===== config.mk =====
export PLATFORM = sky130hd
export DESIGN_NAME = fsm_ascon_ctrl
export DESIGN_NICKNAME = d
export VERILOG_FILES = /design/src/rtl/fsm_ascon_ctrl.sv
export SDC_FILE = /design/constraint.sdc
export NUM_CORES = 1
export LEC_CHECK = 0
export CORE_ASPECT_RATIO = 1.25
export CORE_MARGIN = 4
export CORE_UTILIZATION = 52
export CTS_CLUSTER_DIAMETER = 150
export DETAILED_ROUTE_END_ITERATION = 16
export PLACE_DENSITY_LB_ADDON = 0.08
export SETUP_SLACK_MARGIN = 0.2
export SYNTH_ARGS = -nofsm -noshare
export SYNTH_HDL_FRONTEND = slang
export SYNTH_SLANG_ARGS = --single-unit

===== constraint.sdc =====
create_clock -name clock_i -period 2.15 [get_ports clock_i]
set_input_delay 0.215 -clock clock_i [delete_from_list [all_inputs] [get_ports clock_i]]
set_output_delay 0.215 -clock clock_i [all_outputs]
set_load 0.02 [all_outputs]

===== src/rtl/fsm_ascon_ctrl.sv =====
// fsm_ascon_ctrl: sequences one Ascon-128 encryption (init, AD block, NBLOCKS plaintext blocks, finalisation)
// Ports:
//   clock_i, resetb_i            clock (rising edge), asynchronous active-low reset
//   start_i                      one-cycle start pulse from fsm_uart
//   end_initialisation_i, end_associate_i, end_cipher_i, end_tag_i, cipher_valid_i
//                                completion / valid events from the Ascon core
//   init_o, associate_data_o, finalisation_o, data_valid_o
//                                Ascon core control strobes
//   init_cpt_mux_o, en_cpt_mux_o, cpt_o
//                                word-select counter clear / increment / value
//   en_reg_ascon_o               ascon_reg capture strobe
//   busy_o, done_o, err_o        status: running, completion pulse, sticky timeout
module fsm_ascon_ctrl #(
   parameter int NBLOCKS     = 23,
   parameter int CPT_W       = 5,
   parameter int TIMEOUT_CYC = 65535
) (
   input  logic             clock_i,
   input  logic             resetb_i,
   input  logic             start_i,
   input  logic             end_initialisation_i,
   input  logic             end_associate_i,
   input  logic             cipher_valid_i,
   input  logic             end_cipher_i,
   input  logic             end_tag_i,
   output logic             init_o,
   output logic             associate_data_o,
   output logic             finalisation_o,
   output logic             data_valid_o,
   output logic             init_cpt_mux_o,
   output logic             en_cpt_mux_o,
   output logic             en_reg_ascon_o,
   output logic [CPT_W-1:0] cpt_o,
   output logic             busy_o,
   output logic             done_o,
   output logic             err_o
);
   localparam int TW = $clog2(TIMEOUT_CYC + 1);

   typedef enum logic [3:0] {
      IDLE, INIT, WAIT_INIT, AD, WAIT_AD, PT, WAIT_PT, FIN, WAIT_FIN, DONE, ERROR
   } state_t;

   state_t           state, state_d;
   logic [CPT_W-1:0] cpt;
   logic [TW-1:0]    tmo;
   logic             in_wait, tmo_hit;

   assign in_wait = state inside {WAIT_INIT, WAIT_AD, WAIT_PT, WAIT_FIN};
   // an event arriving in the last allowed wait cycle still wins over the timeout
   assign tmo_hit = tmo == TW'(TIMEOUT_CYC - 1);

   always_comb begin
      state_d      = state;
      en_cpt_mux_o = 1'b0;
      case (state)
         IDLE:      if (start_i) state_d = INIT;
         INIT:      state_d = WAIT_INIT;
         WAIT_INIT: state_d = end_initialisation_i ? AD : tmo_hit ? ERROR : WAIT_INIT;
         AD:        state_d = WAIT_AD;
         WAIT_AD: begin
            en_cpt_mux_o = end_associate_i;
            state_d      = end_associate_i ? PT : tmo_hit ? ERROR : WAIT_AD;
         end
         PT:        state_d = WAIT_PT;
         WAIT_PT: begin
            en_cpt_mux_o = end_cipher_i;
            state_d      = end_cipher_i ? ((cpt == CPT_W'(NBLOCKS - 1)) ? FIN : PT) :
                           tmo_hit ? ERROR : WAIT_PT;
         end
         FIN:       state_d = WAIT_FIN;
         WAIT_FIN:  state_d = end_tag_i ? DONE : tmo_hit ? ERROR : WAIT_FIN;
         DONE:      state_d = IDLE;
         ERROR:     if (start_i) state_d = INIT;
         default:   state_d = IDLE;
      endcase
   end

   assign init_o           = state == INIT;
   assign init_cpt_mux_o   = state == INIT;
   assign associate_data_o = state == AD;
   assign finalisation_o   = state == FIN;
   assign data_valid_o     = state inside {AD, PT, FIN};
   assign done_o           = state == DONE;
   assign err_o            = state == ERROR;
   assign busy_o           = !(state inside {IDLE, ERROR});
   // capture in the very cycle the core presents a valid cipher word
   assign en_reg_ascon_o   = cipher_valid_i && (state inside {WAIT_PT, WAIT_FIN});
   assign cpt_o            = cpt;

   always_ff @(posedge clock_i or negedge resetb_i) begin
      if (!resetb_i) begin
         state <= IDLE;
         cpt   <= '0;
         tmo   <= '0;
      end else begin
         state <= state_d;
         cpt   <= init_cpt_mux_o ? '0 :
                  (en_cpt_mux_o && cpt != CPT_W'(NBLOCKS)) ? cpt + 1'b1 : cpt;
         tmo   <= (state_d != state || !in_wait) ? '0 : tmo + 1'b1;
      end
   end
endmodule

==> insert_results.sql, run 1 <==
INSERT INTO impl_metrics (metric_group, metric, value, unit) VALUES
('status', 'outcome', 'complete, no violations', ''),
('floorplan', 'floorplan.io_pins', '23', ''),
('placed_design', 'dp_cells', '239', ''),
('floorplan', 'fp.dieArea', '0.00396', 'mm²'),
('critical_path', 'worstSetupStartpointType', 'flip-flop', ''),
('sta', 'timing_worst_slew_pin_value', '0.511', 'ns'),
('clocking', 'clk_latency', '0.31', 'ns'),
('sta', 'slew_headroom', '65.7', '%'),
('final_layout', 'drive_above_1_share', '26.7', '%'),
('clocking', 'max-clock-path-buffers', '2', ''),
('sta', 'holdWs', '0.244', 'ns'),
('synth', 'mappedNetlistNets', '186', ''),
('detailed_routing', 'detailroute.via_count', '1451', ''),
('sta', 'fmax', '0.519', 'GHz'),
('detailed_routing', 'drt_pre_antenna_iters', '5', ''),
('synth', 'yosys_register_bits', '25', ''),
('critical_path', 'cp_max_fo', '16', ''),
('clocking', 'cts_hold_buf', '0', ''),
('final_layout', 'area.growth.synth_to_final', '32.5', '%'),
('clocking', 'path_clk_slew', '0.14', 'ns'),
('floorplan', 'rows', '22', ''),
('detailed_routing', 'drtAntennaViolNets', '0', ''),
('critical_path', 'r2r_start', 'tmo[0]$_DFF_PN0_', ''),
('floorplan', 'core_area', '0.00292', 'mm²'),
('floorplan', 'die-height', '69.4', 'µm'),
('synth', 'synth_top_family_by_area', 'simple AND/OR/NAND/NOR gates', ''),
('power_and_ir_drop', 'ir_worst_vdd', '0.698', 'mV'),
('power_and_ir_drop', 'power.leakage', '0.870', 'nW'),
('synth', 'ys.flop_type', 'sky130_fd_sc_hd__dfrtp_1', ''),
('critical_path', 'worstSetupPathType', 'reg2reg', ''),
('floorplan', 'die_width', '57.1', 'µm'),
('sta', 'fin_crit', '1.93', 'ns'),
('synth', 'mappedNetlistArea', '0.00157', 'mm²'),
('synth', 'async_flop_share', '100', '%'),
('worst_hold_path', 'worstHoldPathType', 'in2async', ''),
('sta', 'hold_violations', '0', ''),
('synth', 'ys.warnings.count', '0', ''),
('floorplan', 'start_util', '53.7', '%'),
('global_routing', 'grt_pass1_wl', '6570', 'µm'),
('synth', 'syn-mean-instance-area', '9.00', 'µm²'),
('synth', 'synthCells', '174', ''),
('clocking', 'cts_buffers', '3', ''),
('global_routing', 'groute.usage.overall', '20.2', '%'),
('critical_path', 'arrival', '2.14', 'ns'),
('synth', 'ys_seq_area_share', '39.9', '%'),
('synth', 'synth.lib_cells_used.distinct', '43', ''),
('sta', 'rsz0062_at_grt', 'true', ''),
('sta', 'finClkSkew', '0.00278', 'ns'),
('detailed_routing', 'drt-total-wl', '3940', 'µm'),
('placed_design', 'io_buffers', '22', ''),
('clocking', 'cts-root-buf', 'sky130_fd_sc_hd__clkbuf_4', ''),
('clocking', 'cts_tree', 'yes', ''),
('critical_path', 'timing.rr.end', 'tmo[7]$_DFF_PN0_', ''),
('synth', 'yosys-top-cells-area', 'sky130_fd_sc_hd__dfrtp_1, sky130_fd_sc_hd__xor2_1, sky130_fd_sc_hd__nor4_1', ''),
('final_layout', 'final_nets', '223', ''),
('global_routing', 'grt_max_degree', '26', ''),
('final_layout', 'final_cell_count_no_fill', '246', ''),
('detailed_routing', 'route.detailed.wl_per_inst', '16.0', 'µm'),
('job', 'drv_cap', '0', ''),
('synth', 'synth_enable_flop_cells', '0', ''),
('critical_path', 'worstPathRequired', '2.37', 'ns'),
('critical_path', 'reg2regPathDepth', '9', ''),
('critical_path', 'ff2ff_setup_slack', '0.22', 'ns'),
('clocking', 'cts_num_sinks', '25', ''),
('detailed_routing', 'drc', '0', ''),
('synth', 'synth-xor-area-share', '8.39', '%'),
('final_layout', 'nFillCells', '245', ''),
('global_routing', 'grt_antenna_before_repair', '0', ''),
('synth', 'synth-compound-area-share', '9.98', '%'),
('detailed_routing', 'route.detailed.vias_per_inst', '5.90', ''),
('clocking', 'h-tree-depth', '1', '');
-- worst max path at each step --
| stage | slack (ns) | endpoint | cells after the start | startpoint |
|---|---|---|---|---|
| 2_1_floorplan | 0.22 | cpt_o[3]$_DFFE_PN0P_ | 6 | cpt_o[0]$_DFFE_PN0P_ |
| 6_report | 0.22 | tmo[7]$_DFF_PN0_ | 9 | tmo[0]$_DFF_PN0_ |
| 3_5_place_dp | -0.04 | tmo[5]$_DFF_PN0_ | 7 | tmo[0]$_DFF_PN0_ |
| 3_3_place_gp | -0.003 | en_cpt_mux_o | 5 | end_associate_i |
| 4_1_cts | 0.05 | en_reg_ascon_o | 4 | state[2]$_DFF_PN0_ |
| 5_1_grt | 0.16 | tmo[8]$_DFF_PN0_ | 7 | state[0]$_DFF_PN0_ |
-- Yosys cell counts, types with 3 or more instances --
master and number:
sky130_fd_sc_hd__or3_1 5, sky130_fd_sc_hd__nor2_1 18, sky130_fd_sc_hd__dfrtp_1 25, sky130_fd_sc_hd__xnor2_1 3
sky130_fd_sc_hd__clkbuf_1 3, sky130_fd_sc_hd__nor4_1 16, sky130_fd_sc_hd__inv_1 8, sky130_fd_sc_hd__o21ai_0 8
sky130_fd_sc_hd__nand2b_1 3, sky130_fd_sc_hd__nor3_1 4, sky130_fd_sc_hd__ha_1 4, sky130_fd_sc_hd__buf_2 4
sky130_fd_sc_hd__and3_1 3, sky130_fd_sc_hd__a21oi_1 4, sky130_fd_sc_hd__nand2_1 6, sky130_fd_sc_hd__nand3_1 12
sky130_fd_sc_hd__nand4_1 5, sky130_fd_sc_hd__xor2_1 12
-- logic make-up (layout without fill, tap and decap cells) --
logic type	count (synthesis)	count (layout)
xor gates and xnor gates	15	15
and+or+nand+nor	85	85
adders and majority gates	4	4
buffers and inverters	18	54
AOI/OAI and AO/OA	24	24
DFF	25	25
muxes	3	3
-- per-stage QoR --
stage | cell area [µm²] | setup WS [ns] | utilization, % | TNS (ns) | total power, W
after floorplan | 1570 | 0.224 | - | 0 | 0.00136
after global placement | 1910 | -0.00261 | 65.4 | -0.00261 | 0.00174
after detailed placement | 1910 | -0.0369 | 65.4 | -0.174 | 0.00175
after CTS | 1950 | 0.0535 | 66.7 | 0 | 0.00196
after global routing | 2080 | 0.156 | 71.1 | 0 | 0.00227
final | 2080 | 0.222 | 71.1 | 0 | 0.00214
-- cell usage in the layout (no fill, tap or decap), types with 3 or more instances in the layout --
master                            count
sky130_fd_sc_hd__dlygate4sd2_1        5
sky130_fd_sc_hd__buf_4               18
sky130_fd_sc_hd__o21ai_0              8
sky130_fd_sc_hd__nor3_1               4
sky130_fd_sc_hd__dfrtp_1             22
sky130_fd_sc_hd__xor2_1              12
sky130_fd_sc_hd__nor4_1               8
sky130_fd_sc_hd__nor4_2               8
sky130_fd_sc_hd__xnor2_1              3
sky130_fd_sc_hd__and3_1               3
sky130_fd_sc_hd__or3_4                3
sky130_fd_sc_hd__a21oi_1              4
sky130_fd_sc_hd__nand2_1              6
sky130_fd_sc_hd__nor2_1              17
sky130_fd_sc_hd__nand4_1              5
sky130_fd_sc_hd__inv_1                7
sky130_fd_sc_hd__dfrtp_2              3
sky130_fd_sc_hd__nand3_1             12
sky130_fd_sc_hd__clkdlybuf4s50_1     12
sky130_fd_sc_hd__clkbuf_4             3
sky130_fd_sc_hd__ha_1                 3
-- sequential cells by signal, summed over array words and instances, names as in the netlist --
name and cells:
cpt_o 5, tmo 16, state 4
-- metal layers --
layer	up-vias	part of all wire [%]	wire length (µm)	GRT usage, %
met5	-	0	0	0
li1	703	-	-	-
met4	0	1.1	44	7.99
met2	30	53	2100	36.1
met1	713	42	1660	23.3
met3	5	3.4	135	3.35
-- worst max-delay path: stages, from the launching register on --
cell                       delay [ns]
sky130_fd_sc_hd__dfrtp_1         0.37
sky130_fd_sc_hd__inv_1           0.04
sky130_fd_sc_hd__ha_1            0.18
sky130_fd_sc_hd__and3_1          0.17
sky130_fd_sc_hd__and4bb_2        0.24
sky130_fd_sc_hd__buf_4           0.16
sky130_fd_sc_hd__nand4_1         0.08
sky130_fd_sc_hd__nand4b_1        0.13
sky130_fd_sc_hd__buf_6           0.20
sky130_fd_sc_hd__nor4_2          0.26
-- report_power, final --
part           switching [W]  leakage (nW)  total (W)  internal, W
Clock               0.000139        0.0150   0.000212    0.0000724
Combinational       0.000718         0.518    0.00128     0.000561
Sequential         0.0000980         0.337   0.000651     0.000553
-- repair_timing --
action	4_1_cts	5_1_grt
hold endpoints to repair	0	0
pin swaps	0	2
resized for setup	21	29
gates cloned	0	0
setup buffers	0	3
setup endpoints to repair	27	24
-- area by class of cell --
class	instances	area, µm²	area share (%)
timing repair buffer	42	370	17.8
tap	36	45.0	2.17
sequential	25	629	30.3
clock buffer	4	26.3	1.27
inverter	8	30.0	1.45
multi-input combinational	131	975	47.0
(Power assumes the default switching activity.)
==> run 2: changes to the inputs <==
--- a/config.mk
+++ b/config.mk
@@ -5,11 +5,12 @@
 export SDC_FILE = /design/constraint.sdc
 export NUM_CORES = 1
 export LEC_CHECK = 0
-export CORE_ASPECT_RATIO = 1.25
-export CORE_MARGIN = 4
+export CORE_ASPECT_RATIO = 1.1
+export CORE_MARGIN = 5
 export CORE_UTILIZATION = 52
 export CTS_CLUSTER_DIAMETER = 150
 export DETAILED_ROUTE_END_ITERATION = 16
+export MAX_ROUTING_LAYER = met4
 export PLACE_DENSITY_LB_ADDON = 0.08
 export SETUP_SLACK_MARGIN = 0.2
 export SYNTH_ARGS = -nofsm -noshare
==> run 2 against run 1 <==
Count of clock-buffer cells in the layout is 1 lower. Clock power about the same. Global-route usage down 0.73 points. Critical endpoint is now tmo[10]$_DFF_PN0_. Routed wire length is 2.2% higher. Total power rose by 3.9%. Non-clock buffer count is 9 higher. Combinational power is 8% higher.
==> insert_results.sql, run 2 (same netlist as run 1, synthesis figures left out) <==
INSERT INTO impl_metrics (metric_group, metric, value, unit) VALUES
('status', 'outcome', 'complete, no violations', ''),
('detailed_routing', 'drt-total-wl', '4030', 'µm'),
('placed_design', 'finalWeightedCongestion', '0.934', ''),
('final_layout', 'largest_reg_flops', '16', ''),
('critical_path', 'critical_path.max_stage_delay', '0.37', 'ns'),
('worst_hold_path', 'worstHoldPathType', 'in2async', ''),
('global_routing', 'grt_pass1_wl', '6550', 'µm'),
('global_routing', 'groute.usage.overall', '19.4', '%'),
('global_routing', 'overflow', '0', ''),
('placed_design', 'placed_cell_area', '0.00193', 'mm²'),
('critical_path', 'worst-path-buf-inv', '3', ''),
('clocking', 'cts-root-buf', 'sky130_fd_sc_hd__clkbuf_4', ''),
('sta', 'hold_violations', '0', ''),
('power_and_ir_drop', 'report.power.total', '0.00223', 'W'),
('critical_path', 'crit_family', 'simple AND/OR/NAND/NOR gates', ''),
('final_layout', 'final_nets', '232', ''),
('critical_path', 'crit_path_top_delay_cell', 'sky130_fd_sc_hd__dfrtp_1', ''),
('floorplan', 'die-height', '67.6', 'µm'),
('placed_design', 'place_hpwl', '2780', 'µm'),
('critical_path', 'worstSetupPathType', 'reg2reg', ''),
('sta', 'report.final.slew_viol_count', '0', ''),
('sta', 'timing.final.setup_violations', '0', ''),
('detailed_routing', 'route.detailed.wl_per_inst', '15.9', 'µm'),
('clocking', 'path_clk_slew', '0.14', 'ns'),
('detailed_routing', 'drc', '0', ''),
('critical_path', 'path_common_cell', 'sky130_fd_sc_hd__buf_6', ''),
('clocking', 'cts_tree', 'yes', ''),
('sta', 'finClkSkew', '0.00181', 'ns'),
('global_routing', 'grt_pass1_vias', '1506', ''),
('sta', 'fmax', '0.520', 'GHz'),
('sta', 'timing_worst_slew_pin_value', '0.501', 'ns'),
('power_and_ir_drop', 'ir_worst_vdd', '0.746', 'mV'),
('critical_path', 'worstPathRequired', '2.38', 'ns'),
('global_routing', 'grt_antenna_before_repair', '0', ''),
('clocking', 'cts_buffers', '3', ''),
('critical_path', 'endpoint_kind', 'flip-flop', ''),
('detailed_routing', 'drt_iter0_drc', '80', ''),
('final_layout', 'mostFrequentLayoutCell', 'sky130_fd_sc_hd__buf_4', ''),
('final_layout', 'drive_above_1_share', '29.7', '%'),
('sta', 'rsz0062_at_grt', 'true', ''),
('final_layout', 'stdcell_area', '0.00217', 'mm²'),
('critical_path', 'worstSetupStartpointType', 'flip-flop', ''),
('sta', 'fin_crit', '1.92', 'ns'),
('final_layout', 'max_flop_register', 'tmo', ''),
('detailed_routing', 'drt_pre_antenna_iters', '4', ''),
('floorplan', 'floorplan.io_pins', '23', ''),
('final_layout', 'layout.core_utilization', '72.9', '%'),
('detailed_routing', 'route.detailed.vias_per_inst', '5.89', ''),
('detailed_routing', 'drtAntennaViolNets', '0', ''),
('final_layout', 'antennaDiodeCount', '0', ''),
('sta', 'slew_headroom', '66.4', '%'),
('power_and_ir_drop', 'cell_area_power_density', '1030', 'mW/mm²'),
('clocking', 'cts_hold_buf', '0', ''),
('sta', 'layout_worst_path_cycle_share', '89.5', '%'),
('placed_design', 'io_buffers', '22', ''),
('detailed_routing', 'detailroute.via_count', '1491', ''),
('clocking', 'h-tree-depth', '1', ''),
('clocking', 'max-clock-path-buffers', '2', ''),
('sta', 'holdWs', '0.236', 'ns'),
('global_routing', 'grt_max_degree', '26', ''),
('final_layout', 'area.growth.synth_to_final', '38.3', '%'),
('job', 'drv_cap', '0', ''),
('floorplan', 'fp.dieArea', '0.00421', 'mm²'),
('final_layout', 'layout_common_cells', 'sky130_fd_sc_hd__buf_4, sky130_fd_sc_hd__dfrtp_1, sky130_fd_sc_hd__nor2_1', ''),
('floorplan', 'core_area', '0.00297', 'mm²'),
('critical_path', 'arrival', '2.16', 'ns'),
('floorplan', 'rows', '21', ''),
('floorplan', 'start_util', '52.8', '%'),
('clocking', 'clk_latency', '0.31', 'ns'),
('critical_path', 'cp_max_fo', '8', ''),
('critical_path', 'worstPathCellList', 'inv_1 > ha_2 > and3_1 > and4bb_2 > buf_6 > nand4_1 > nand4b_1 > buf_6 > nor4_4', ''),
('floorplan', 'die_width', '62.3', 'µm'),
('clocking', 'cts_num_sinks', '25', ''),
('power_and_ir_drop', 'power.leakage', '0.913', 'nW');
-- run 2: repair_timing --
item	in CTS	in global routing
resized for setup	23	32
cloned	0	1
pin swaps	0	4
endpoints found under the setup margin	27	23
setup buffers	2	5
-- run 2: power by group --
| group | switching [W] | leakage, nW | internal [W] | total, W |
|---|---|---|---|---|
| clock | 0.000140 | 0.0139 | 0.0000708 | 0.000211 |
| combinational | 0.000775 | 0.561 | 0.000601 | 0.00138 |
| sequential | 0.0000881 | 0.338 | 0.000551 | 0.000639 |
| total | 0.00100 | 0.913 | 0.00122 | 0.00223 |
-- run 2: worst register-to-register path, stage by stage, from the launching register on --
cell and delay (ns):
sky130_fd_sc_hd__dfrtp_1 0.37, sky130_fd_sc_hd__inv_1 0.05, sky130_fd_sc_hd__ha_2 0.16, sky130_fd_sc_hd__and3_1 0.16
sky130_fd_sc_hd__and4bb_2 0.24, sky130_fd_sc_hd__buf_6 0.13, sky130_fd_sc_hd__nand4_1 0.07, sky130_fd_sc_hd__nand4b_1 0.20
sky130_fd_sc_hd__buf_6 0.22, sky130_fd_sc_hd__nor4_4 0.25
-- run 2: stage by stage --
stage / instances / setup WS [ns] / TNS, ns
floorplan: 174 / 0.224 / 0
global placement: 241 / 0.0218 / 0
detailed placement: 241 / -0.0332 / -0.217
CTS: 247 / 0.112 / 0
global route: 253 / 0.129 / 0
finish: 253 / 0.226 / 0
-- run 2: layout make-up --
cell class	instances	area (µm²)
Timing Repair Buffer	51	444
Tap cell	34	42.5
Clock buffer	3	22.5
Clock inverter	1	7.51
Fill cell	226	803
Inverter	8	30.0
Multi-Input combinational cell	131	991
Sequential cell	25	628
-- run 2: layer usage --
layer | wire length (µm) | GRT usage, %
met1 | 1660 | 21.2
met4 | 20 | 5.04
met2 | 2220 | 38.1
met3 | 128 | 1.66
met5 | 0 | -
-- run 2: worst paths after layout --
path                                  start                    to  slack [ns]  depth (start not counted)
setup / recovery           tmo[0]$_DFF_PN0_     tmo[10]$_DFF_PN0_        0.23                          9
hold / removal                     resetb_i      tmo[2]$_DFF_PN0_        0.24                          2
setup reg to reg           tmo[0]$_DFF_PN0_     tmo[10]$_DFF_PN0_        0.23                          9
hold reg to reg            tmo[0]$_DFF_PN0_      tmo[0]$_DFF_PN0_        0.57                          2
max in group asynchronous          resetb_i  cpt_o[1]$_DFFE_PN0P_        1.65                          2
min in group clock_i       tmo[0]$_DFF_PN0_      tmo[0]$_DFF_PN0_        0.57                          2
==> run 3: changes to the inputs <==
--- a/config.mk
+++ b/config.mk
@@ -13,6 +13,7 @@
 export MAX_ROUTING_LAYER = met4
 export PLACE_DENSITY_LB_ADDON = 0.08
 export SETUP_SLACK_MARGIN = 0.2
+export SKIP_CTS_REPAIR_TIMING = 1
 export SYNTH_ARGS = -nofsm -noshare
 export SYNTH_HDL_FRONTEND = slang
 export SYNTH_SLANG_ARGS = --single-unit
==> run 3 against run 2 <==
Maximum frequency down 1.4%. Utilization grew 1.7 points. Critical path type unchanged. Global-route usage hardly changed. Routed wire length is 2.4% higher. Largest cell class unchanged. Cell count unchanged.
==> insert_results.sql, run 3 (same netlist as run 1, synthesis figures left out) <==
INSERT INTO impl_metrics (metric_group, metric, value, unit) VALUES
('detailed_routing', 'drt_iter0_drc', '88', ''),
('final_layout', 'layout_common_cells', 'sky130_fd_sc_hd__buf_4, sky130_fd_sc_hd__dfrtp_1, sky130_fd_sc_hd__nor2_1', ''),
('worst_hold_path', 'worstHoldPathType', 'in2async', ''),
('sta', 'fin_crit', '1.95', 'ns'),
('critical_path', 'ff2ff_setup_slack', '0.20', 'ns'),
('floorplan', 'floorplan.io_pins', '23', ''),
('placed_design', 'placed_cell_area', '0.00193', 'mm²'),
('clocking', 'h-tree-depth', '1', ''),
('final_layout', 'nFillCells', '216', ''),
('power_and_ir_drop', 'cell_area_power_density', '1020', 'mW/mm²'),
('global_routing', 'grt_max_degree', '26', ''),
('critical_path', 'endpoint_kind', 'flip-flop', ''),
('detailed_routing', 'drt-total-wl', '4130', 'µm'),
('floorplan', 'die_width', '62.3', 'µm'),
('final_layout', 'multiInputGateArea', '0.00101', 'mm²'),
('final_layout', 'mostFrequentLayoutCell', 'sky130_fd_sc_hd__buf_4', ''),
('clocking', 'clk_latency', '0.31', 'ns'),
('clocking', 'path_clk_slew', '0.14', 'ns'),
('critical_path', 'cp_max_fo', '8', ''),
('sta', 'report.final.slew_viol_count', '0', ''),
('final_layout', 'area.growth.synth_to_final', '41.5', '%'),
('final_layout', 'layout.core_utilization', '74.7', '%'),
('floorplan', 'rows', '21', ''),
('job', 'drv_cap', '0', ''),
('power_and_ir_drop', 'ir_worst_vdd', '0.750', 'mV'),
('detailed_routing', 'route.detailed.vias_per_inst', '5.98', ''),
('clocking', 'cts_buffers', '3', ''),
('clocking', 'cts-root-buf', 'sky130_fd_sc_hd__clkbuf_4', ''),
('sta', 'slew_headroom', '66.1', '%'),
('sta', 'finClkSkew', '0.00508', 'ns'),
('critical_path', 'worstSetupStartpointType', 'flip-flop', ''),
('power_and_ir_drop', 'power.net_switching', '0.00102', 'W'),
('placed_design', 'finalWeightedCongestion', '0.934', ''),
('placed_design', 'place_hpwl', '2780', 'µm'),
('final_layout', 'largest_reg_flops', '16', ''),
('detailed_routing', 'route.detailed.wl_per_inst', '16.3', 'µm'),
('final_layout', 'stdcell_area', '0.00222', 'mm²'),
('sta', 'timing.final.setup_violations', '0', ''),
('floorplan', 'die-height', '67.6', 'µm'),
('detailed_routing', 'drtAntennaViolNets', '0', ''),
('floorplan', 'core_area', '0.00297', 'mm²'),
('global_routing', 'grt_pass1_vias', '1503', ''),
('clocking', 'max-clock-path-buffers', '2', ''),
('clocking', 'cts_tree', 'yes', ''),
('global_routing', 'groute.usage.overall', '19.4', '%'),
('sta', 'fmax', '0.512', 'GHz'),
('sta', 'setup_tns_after_final_layout', '0', 'ns'),
('final_layout', 'final_nets', '232', ''),
('floorplan', 'fp.dieArea', '0.00421', 'mm²'),
('power_and_ir_drop', 'clockPowerShare', '9.3', '%'),
('status', 'outcome', 'complete, no violations', ''),
('global_routing', 'overflow', '0', ''),
('placed_design', 'io_buffers', '22', ''),
('final_layout', 'antennaDiodeCount', '0', ''),
('critical_path', 'worstSetupPathType', 'reg2reg', ''),
('sta', 'rsz0062_at_grt', 'true', ''),
('power_and_ir_drop', 'internal_cell_power', '0.00125', 'W'),
('detailed_routing', 'drc', '0', ''),
('sta', 'layout_worst_path_cycle_share', '90.8', '%'),
('floorplan', 'start_util', '52.8', '%'),
('global_routing', 'grt_antenna_before_repair', '0', ''),
('global_routing', 'grt_pass1_wl', '6540', 'µm'),
('sta', 'timing_worst_slew_pin_value', '0.506', 'ns'),
('clocking', 'cts_num_sinks', '25', ''),
('final_layout', 'drive_above_1_share', '30.6', '%'),
('detailed_routing', 'detailroute.via_count', '1513', ''),
('power_and_ir_drop', 'power.share.combinational', '62.4', '%'),
('sta', 'hold_violations', '0', ''),
('final_layout', 'area.sequential', '629', 'µm²'),
('critical_path', 'worstPathRequired', '2.37', 'ns'),
('detailed_routing', 'drt_pre_antenna_iters', '4', ''),
('critical_path', 'arrival', '2.17', 'ns'),
('final_layout', 'max_flop_register', 'tmo', ''),
('power_and_ir_drop', 'sw_frac_of_total', '44.8', '%'),
('power_and_ir_drop', 'power.leakage', '0.998', 'nW'),
('power_and_ir_drop', 'pwr-share-seq', '28.3', '%');
## run 3: per-layer routing
| metal | vias to the layer above | wire length, µm | track usage [%] | part of all wire (%) |
|---|---|---|---|---|
| li1 | 720 | - | - | - |
| met1 | 744 | 1700 | 21.1 | 41 |
| met2 | 41 | 2230 | 38.1 | 54 |
| met3 | 8 | 126 | 1.66 | 3.1 |
| met4 | 0 | 73 | 5.04 | 1.8 |
| met5 | - | 0 | - | 0 |
## run 3: final timing paths
| check | startpoint | to | depth (start not counted) |
|---|---|---|---|
| worst max-delay path | tmo[0]$_DFF_PN0_ | tmo[10]$_DFF_PN0_ | 9 |
| worst min-delay path | resetb_i | tmo[2]$_DFF_PN0_ | 2 |
| worst max register to register | tmo[0]$_DFF_PN0_ | tmo[10]$_DFF_PN0_ | 9 |
| worst min register to register | tmo[0]$_DFF_PN0_ | tmo[0]$_DFF_PN0_ | 2 |
| max in group asynchronous | resetb_i | state[2]$_DFF_PN0_ | 2 |
| min in group clock_i | tmo[0]$_DFF_PN0_ | tmo[0]$_DFF_PN0_ | 2 |
## run 3: critical path, cell delays in order (launching register included)
cell	delay, ns
sky130_fd_sc_hd__dfrtp_1	0.37
sky130_fd_sc_hd__inv_1	0.05
sky130_fd_sc_hd__ha_2	0.17
sky130_fd_sc_hd__and3_4	0.17
sky130_fd_sc_hd__and4bb_2	0.24
sky130_fd_sc_hd__buf_6	0.13
sky130_fd_sc_hd__nand4_1	0.07
sky130_fd_sc_hd__nand4b_1	0.20
sky130_fd_sc_hd__buf_6	0.22
sky130_fd_sc_hd__nor4_2	0.23
## run 3: metrics by stage
step | hold WS (ns) | total power (W) | cells | setup slack, ns
floorplan | -0.0806 | 0.00136 | 174 | 0.224
global placement | 0.526 | 0.00179 | 241 | 0.0218
detailed placement | 0.527 | 0.00182 | 241 | -0.0332
CTS | 0.242 | 0.00204 | 245 | -0.214
global route | 0.260 | 0.00243 | 253 | 0.114
finish | 0.233 | 0.00227 | 253 | 0.199
## run 3: cell type report
class	count	area share [%]
inverter	8	1.35
sequential	25	28.4
tap	34	1.92
clock inverter	1	0.339
timing repair buffer	51	21.5
clock buffer	3	1.02
multi-input combinational	131	45.5
## run 3: power groups by stage
stage	Combinational (W)	Sequential [W]	Clock, W
3_5_place_dp	0.00116	0.000652	0
2_1_floorplan	0.000676	0.000680	0
6_report	0.00142	0.000642	0.000211
4_1_cts	0.00117	0.000647	0.000221
5_1_grt	0.00154	0.000653	0.000237
3_3_place_gp	0.00114	0.000650	0
